$ cat config.mk
export PLATFORM = sky130hd
export DESIGN_NAME = ioctl_upload_ram
export DESIGN_NICKNAME = d
export VERILOG_FILES = /design/src/rtl/ioctl_upload_ram.sv
export SDC_FILE = /design/constraint.sdc
export NUM_CORES = 1
export LEC_CHECK = 0
export CAP_MARGIN = 20
export CORE_UTILIZATION = 41
export DETAILED_ROUTE_END_ITERATION = 6
export PLACE_DENSITY_LB_ADDON = 0.25
export SETUP_SLACK_MARGIN = 0.15
export SKIP_CTS_REPAIR_TIMING = 1
export SLEW_MARGIN = 20
export SYNTH_ARGS = -nofsm -noshare
export SYNTH_HDL_FRONTEND = slang
export SYNTH_SLANG_ARGS = --single-unit
$ cat constraint.sdc
create_clock -name clk -period 2.6 [get_ports clk]
set_clock_uncertainty 0.2 [all_clocks]
set_input_delay 0.65 -clock clk [delete_from_list [all_inputs] [get_ports clk]]
set_output_delay 0.65 -clock clk [all_outputs]
set_load 0.01 [all_outputs]
$ cat src/rtl/ioctl_upload_ram.sv
// ioctl_upload_ram: serves game work-RAM bytes to the HPS over the ioctl upload
// channel (high-score / NVRAM save). The game is frozen through a hold
// request/acknowledge handshake for the whole session so the RAM reads coherent.
// Optional feature: define UPLOAD_CHKSUM_EN to return the two's complement of the
// session byte sum when the HPS reads address DEPTH.
module ioctl_upload_ram #(
   parameter int AW      = 17,
   parameter int RAW     = 11,
   parameter int DEPTH   = 2048,
   parameter int RAM_LAT = 1,
   parameter int HOLD_TO = 65535
) (
   input  logic           clk,
   input  logic           rst_n,
   input  logic           ioctl_upload,
   input  logic           ioctl_rd,
   input  logic [AW-1:0]  ioctl_addr,
   output logic [7:0]     ioctl_din,
   output logic           ioctl_wait,
   output logic           hold_req,
   input  logic           hold_ack,
   output logic [RAW-1:0] ram_addr,
   output logic           ram_rd,
   input  logic [7:0]     ram_q
);

   typedef enum logic [2:0] {IDLE, HOLD, READY, FETCH, RELEASE} state_t;

   localparam logic [16:0]   TO_LIMIT = 17'(HOLD_TO);
   localparam logic [AW-1:0] DEPTH_A  = AW'(DEPTH);
   localparam logic [2:0]    LAT      = 3'(RAM_LAT);

   state_t        state;
   logic          upload_q;
   logic          degraded;
   logic          pend;
   logic [AW-1:0] pend_addr;
   logic [15:0]   to_cnt;
   logic [2:0]    lat_cnt;

   logic          up_rise;
   logic          up_fall;
   logic          req_valid;
   logic [AW-1:0] req_addr;
   logic [7:0]    oor_data;

`ifdef UPLOAD_CHKSUM_EN
   logic [7:0]    chk_sum;
`endif

   // Session edges, and the read request seen in READY: a fresh strobe wins over
   // one latched while the game was still being frozen.
   always_comb begin
      up_rise   = ioctl_upload & ~upload_q;
      up_fall   = ~ioctl_upload & upload_q;
      req_valid = ioctl_rd | pend;
      req_addr  = ioctl_rd ? ioctl_addr : pend_addr;
`ifdef UPLOAD_CHKSUM_EN
      oor_data  = (req_addr == DEPTH_A && !degraded) ? (8'h00 - chk_sum) : 8'hFF;
`else
      oor_data  = 8'hFF;
`endif
   end

   // Session FSM: freeze the game, serve reads from RAM, release on session end.
   always_ff @(posedge clk) begin
      if (!rst_n) begin
         state      <= IDLE;
         upload_q   <= 1'b0;
         degraded   <= 1'b0;
         pend       <= 1'b0;
         pend_addr  <= '0;
         to_cnt     <= '0;
         lat_cnt    <= '0;
         ioctl_din  <= 8'hFF;
         ioctl_wait <= 1'b0;
         hold_req   <= 1'b0;
         ram_addr   <= '0;
         ram_rd     <= 1'b0;
`ifdef UPLOAD_CHKSUM_EN
         chk_sum    <= '0;
`endif
      end else begin
         upload_q <= ioctl_upload;
         ram_rd   <= 1'b0;
         if (up_fall && state != RELEASE) begin
            state      <= RELEASE;
            hold_req   <= 1'b0;
            ioctl_wait <= 1'b0;
            pend       <= 1'b0;
         end else begin
            case (state)
               IDLE: begin
                  if (up_rise) begin
                     state      <= HOLD;
                     hold_req   <= 1'b1;
                     ioctl_wait <= 1'b1;
                     to_cnt     <= '0;
                     pend       <= 1'b0;
                  end
               end
               HOLD: begin
                  if (ioctl_rd) begin
                     pend      <= 1'b1;
                     pend_addr <= ioctl_addr;
                  end
                  if (to_cnt != 16'hFFFF) begin
                     to_cnt <= to_cnt + 16'd1;
                  end
                  if (hold_ack) begin
                     state      <= READY;
                     ioctl_wait <= ioctl_rd | pend;
                  end else if (({1'b0, to_cnt} + 17'd1) >= TO_LIMIT) begin
                     state      <= READY;
                     degraded   <= 1'b1;
                     ioctl_wait <= ioctl_rd | pend;
                  end
               end
               READY: begin
                  pend <= 1'b0;
                  if (req_valid) begin
                     if (!degraded && req_addr < DEPTH_A) begin
                        state      <= FETCH;
                        ram_addr   <= req_addr[RAW-1:0];
                        ram_rd     <= 1'b1;
                        ioctl_wait <= 1'b1;
                        lat_cnt    <= '0;
                     end else begin
                        ioctl_din  <= oor_data;
                        ioctl_wait <= 1'b0;
                     end
                  end
               end
               FETCH: begin
                  if (lat_cnt == LAT) begin
                     ioctl_din  <= ram_q;
                     ioctl_wait <= 1'b0;
                     state      <= READY;
`ifdef UPLOAD_CHKSUM_EN
                     chk_sum    <= chk_sum + ram_q;
`endif
                  end else begin
                     lat_cnt <= lat_cnt + 3'd1;
                  end
               end
               RELEASE: begin
                  state      <= IDLE;
                  degraded   <= 1'b0;
                  hold_req   <= 1'b0;
                  ioctl_wait <= 1'b0;
`ifdef UPLOAD_CHKSUM_EN
                  chk_sum    <= '0;
`endif
               end
               default: state <= IDLE;
            endcase
         end
      end
   end

endmodule

# Word-level counts from Yosys, hierarchy flattened
# Index checks and enable logic that the tools add are counted.
[op_classes] add_sub_neg=3 magnitude_cmp=2 n_eq_ne=23 mux=34 n_bitwise=9 n_reduce_logical=23
[ops] op="$mux W16" n=2
[ops] op="$pmux W16 S2" n=1
[ops] op="$mux W3" n=10
[ops] op="$reduce_and A5 Y1" n=5
[ops] op="$mux W8" n=3
[ops] op="$ne A2 B2 Y1 const B" n=10
[ops] op="$ne A3 B3 Y1 const B" n=6
[ops] op="$add A16 B1 Y17 const B" n=1
[ops] op="$ge A17 B16 Y1 const B" n=1
[ops] op="$lt A17 B12 Y1 const B" n=1
[ops] op="$mux W17" n=1
[ops] op="$add A16 B1 Y16 const B" n=1
[ops] op="$ne A16 B16 Y1 const B" n=1
[ops] op="$pmux W8 S2" n=1
[ops] op="$pmux W3 S4" n=1
[ops] op="$reduce_and A4 Y1" n=3
[ops] op="$mux W1" n=10
[ops] op="$reduce_bool A2 Y1" n=4
[ops] op="$eq A3 B1 Y1 const B" n=2
[ops] op="$eq A3 B2 Y1 const B" n=2
[ops] op="$not A1 Y1" n=6
[ops] op="$pmux W3 S2" n=1
[ops] op="$pmux W1 S5" n=1
[ops] op="$reduce_bool A5 Y1" n=1
[ops] op="15 further kinds" n=19
[word_totals] reg_bits=64 inputBits=30 output_inout_bits=22 elab_cells=107

# Longest topological paths before layout
[logic_depth] depth_word=7 ltp_mapped=9 ltp_nobuf=8

# Least setup slack after synthesis
# OpenSTA, ideal clock, no wires.
[synth_path] path_type="register -> register" from="register to_cnt[1]" to="register to_cnt[13]" setup_time_ns=0.119 t_arrival_ns=2.145 t_required_ns=2.281 path_slack_ns=0.136 path_stages_with_launch=9 path_buffers=2 period_less_slack_ns=2.464 cell_sequence="dfxtp_1 > ha_1 > buf_2 > nand3_2 > or4_4 > o311ai_2 > buf_6 > nor2_1 > o221a_2"
[synth_via] elab_chain_len=3 elab_cells_between_ends=6 cone_classes="add/sub (1); eq/ne (2); mux (2); reduce/logical (1)"
[synth_rtl] element="from (decl)" line_no="38" source="logic [15:0] to_cnt;"
[synth_rtl] element="from (signal assigned)" line_no="108" source="to_cnt <= to_cnt + 16'd1;"
[synth_rtl] element="$add A16 B1 Y16 or $ne A16 B16 Y1 (tied branches)" line_no="108, 107"
[synth_rtl] element="$mux W16 or $ne A2 B2 Y1 (tied branches)"
[synth_rtl] element="$pmux W16 S2 or $reduce_and A4 Y1 (tied branches)"
# Parallel ways exist; a longest one is shown, timed or not. The select of a mux whose other input is x is not followed.
# A chain may end at the register's enable or synchronous reset.

# Final worst setup path
[layout_path] from="input port ioctl_addr[15]" to="register ram_addr[8]"
[layout_via] elab_chain_len=4
[layout_rtl] element="from (decl)" line_no="17" source="input logic [AW-1:0] ioctl_addr,"
[layout_rtl] element="$mux W17"
[layout_rtl] element="$lt A17 B12 Y1" line_no="122" source="if (!degraded && req_addr < DEPTH_A) begin"
[layout_rtl] element="$logic_and A1 B1 Y1" line_no="122"
[layout_rtl] element="$reduce_and A4 Y1 (no source line)"
[layout_rtl] element="to (signal assigned)" line_no="124" source="ram_addr <= req_addr[RAW-1:0];"
[layout_rtl] element="to (decl)" line_no="22" source="output logic [RAW-1:0] ram_addr,"
# Every way passes these cells.

==> results.py <==
metrics = {
    "sta": {
        "setup_viol": 0,
        "drv_slew": 0,
        "worstMarginPinSlew_ns": 0.476,
        "finalHoldViolCount": 0,
        "relSlewSlack_pct": 68.1,
        "finalCriticalPeriod_ns": 2.42,
        "rsz0062_at_grt": "yes",
        "timing.hold.ws_ns": 0.264,
        "setup_tns_ns": 0,
        "fin_crit_sh_pct": 93.2,
        "fmax_mhz": 413,
        "fin_ws_ns": 0.178,
    },
    "route": {
        "ant_nets": 0,
        "routedWlPerCell_um": 14.2,
        "firstDrtPassIters": 4,
        "route.vias.total": 3144,
        "wirelength_um": 8340,
        "via_per_inst": 5.35,
        "drc": 0,
        "dr.first_iter.drc_count": 208,
    },
    "layout": {
        "drive_above_1_share_pct": 17.7,
        "layout_common_cells": "65 x nand2_1, 61 x dfxtp_1, 45 x clkdlybuf4s50_1, 35 x o21ai_0",
        "layout.cells.non_filler": 588,
        "area_growth_pct": 34.6,
        "design_area_um2": 4490,
        "layout.nets": 515,
        "final_common_cell": "nand2_1",
        "antenna_cells": 0,
    },
    "floorplan": {
        "fp.dieW_um": 92.2,
        "top_level_ports": 52,
        "core_um2": 7810,
        "die_y_um": 92.2,
        "dieArea_um2": 8490,
        "start_util_pct": 42.7,
        "rows": 32,
    },
    "grt": {
        "grt_pass1_wl_um": 13500,
        "gr-total-overflow": 0,
        "track_usage_pct": 19.9,
        "grt_max_degree": 45,
        "antenna_found_initial": 0,
        "grt_pass1_vias": 2871,
    },
    "clocking": {
        "cts_max_level": 3,
        "cts_tree": "done",
        "cts_buffer_depth": 2,
        "clkLatencyLatePin_ns": 0.35,
        "clock_sinks": 64,
        "clock-root-buffer": "clkbuf_8",
        "cts_buffers": 9,
        "path_clk_slew_ns": 0.07,
    },
    "place": {
        "port_buffers": 51,
        "dp_hpwl_um": 5510,
        "dpl.cell_count": 565,
        "place_ws_ns": -0.322,
        "place_area_um2": 4140,
        "gp_congestion": 0.826,
    },
    "synthesis": {
        "synth_seq_cells": 64,
        "ys_top_cells_by_area": "dfxtp_1 38%, nand2_1 7.4%, o21ai_0 5.7%",
        "synth_async_sr_flop_share_pct": 0,
        "synth_area_um2": 3330,
        "avgSynthCellArea_um2": 8.27,
        "ys_types": 57,
        "synth_top_area_share_pct": 38.4,
        "synth_top_area_cell": "dfxtp_1",
        "synth_ff_type": "dfxtp_1",
        "synth_nets": 437,
        "syn_inst": 403,
        "seq_area_frac_synth_pct": 38.4,
        "yosysWarnings": 0,
        "synth_edf_count": 0,
    },
    "critical_path": {
        "r2r-start": "to_cnt[10]",
        "cp_cell_sequence": "clkdlybuf4s50_1 > nor3b_2 > o21ai_0 > or2_4 > nor4_4 > clkbuf_16 > nand2_1 > o211a_1",
        "start_kind": "primary input",
        "path_max_fanout": 6,
        "critPathSlowestCell": "clkdlybuf4s50_1",
        "reg2reg_slack_ns": 0.25,
        "required_ns": 2.64,
        "slowest_delay_ns": 0.47,
        "r2r-end": "to_cnt[6]",
        "path_delay_family": "simple AND/OR/NAND/NOR gates",
        "criticalPathCategory": "primary input to register",
        "worst-r2r-cell-count": 8,
        "endpoint_kind": "register",
        "crit_arrival_ns": 2.46,
        "critPathBufInv": 2,
    },
    "power": {
        "seqPwrFrac_pct": 47.9,
        "power_density_nw_per_um2": 473,
        "internal_power_mw": 1.55,
        "p_leak_nw": 1.79,
        "clockPowerShare_pct": 37.7,
        "pwr-share-comb_pct": 14.4,
        "peakVddDrop_mv": 0.320,
        "p_switching_mw": 0.568,
        "swShare_pct": 26.8,
    },
    "worst_hold_path": {
        "hold_start": "pend_addr[14]",
        "hold_depth": 2,
        "hp-class": "register to register",
        "holdPathEnd": "pend_addr[14]",
    },
    "job": {
        "maxCapViolations": 0,
    },
    "run_status": {
        "status": "finished, final reports clean",
    },
}
-- per-stage QoR --
stage / total power [mW] / utilization, %
after floorplan: 1.19 / -
after global placement: 1.31 / 53.0
after detailed placement: 1.32 / 53.0
after CTS: 2.11 / 55.3
after global routing: 2.22 / 57.5
final: 2.12 / 57.5
-- worst min-delay path, cell delays in order, from the launching register on --
cell and delay [ns]:
dfxtp_1 0.31, nand2_1 0.04, a21boi_0 0.06
-- power groups by stage --
stage,clock network [mW],registers [mW],logic [mW]
2_1_floorplan,0,1.03,0.154
5_1_grt,0.863,1.02,0.336
6_report,0.800,1.02,0.307
4_1_cts,0.818,1.02,0.279
3_3_place_gp,0,1.04,0.277
3_5_place_dp,0,1.04,0.279
-- cell families (layout without fill, tap and decap cells) --
| kind of cell | count (synthesis) | count (layout) | synth area share (%) |
|---|---|---|---|
| simple gates | 173 | 173 | 26.9 |
| compound gates | 114 | 114 | 23.4 |
| flops | 64 | 64 | 38.4 |
| buf+inv | 35 | 118 | 5.89 |
| mux | 12 | 12 | 3.60 |
| fa+ha+maj | 4 | 4 | 1.50 |
| xor+xnor | 1 | 1 | 0.263 |
-- how the worst max path moves through the flow --
stage,from,endpoint,slack [ns],depth (start not counted)
finish,ioctl_addr[15],ram_addr[8],0.18,8
global route,ioctl_addr[15],ram_addr[7],0.11,8
CTS,ioctl_addr[14],ram_addr[10],0.04,8
detailed placement,ioctl_addr[14],ram_addr[10],-0.32,8
global placement,ioctl_addr[14],ram_addr[10],-0.31,8
floorplan,ioctl_addr[14],ram_addr[10],0.19,7
-- cells in the mapped netlist (all sizes together), types with 3 or more instances --
library cell  number
nand4              4
nor2              35
inv                8
nand4b             3
o41ai              3
dfxtp             64
o31ai              3
clkbuf            11
a21oi             13
a211oi             3
nor2b              4
o21ai             38
nand2             67
ha                 4
buf               16
or2                5
a21boi            26
nor4               6
mux2i             12
a31oi              3
nand3b             4
nor3              10
nand3              4
o211a             11
nand2b             5
and2               8
nor3b             10
-- area by class of cell --
class                   count  area (um2)
clock buffers              12         155
repair buffers             94         938
multi-input cells         304        1920
inverters                   8        30.0
clock inverters             4        28.8
fillers                   718        3320
flip-flops and latches     64        1280
well taps                 102         128
-- sequential cells by signal, summed over array words and instances, names as in the netlist --
name and flops:
pend_addr 17, to_cnt 16, ram_addr 11, ioctl_din 8
lat_cnt 3, state 3, degraded 1, hold_req 1
ioctl_wait 1, pend 1, ram_rd 1, upload_q 1
-- metal layers --
metal | routed length, um | global-route usage [%] | share of wire, % | vias up
met5 | 0 | 0 | 0 | -
met1 | 3930 | 25.9 | 47 | 1470
met3 | 408 | 5.56 | 4.9 | 7
met2 | 3900 | 31.3 | 47 | 81
met4 | 106 | 7.29 | 1.3 | 0
li1 | - | - | - | 1586
(Power assumes the default switching activity.)
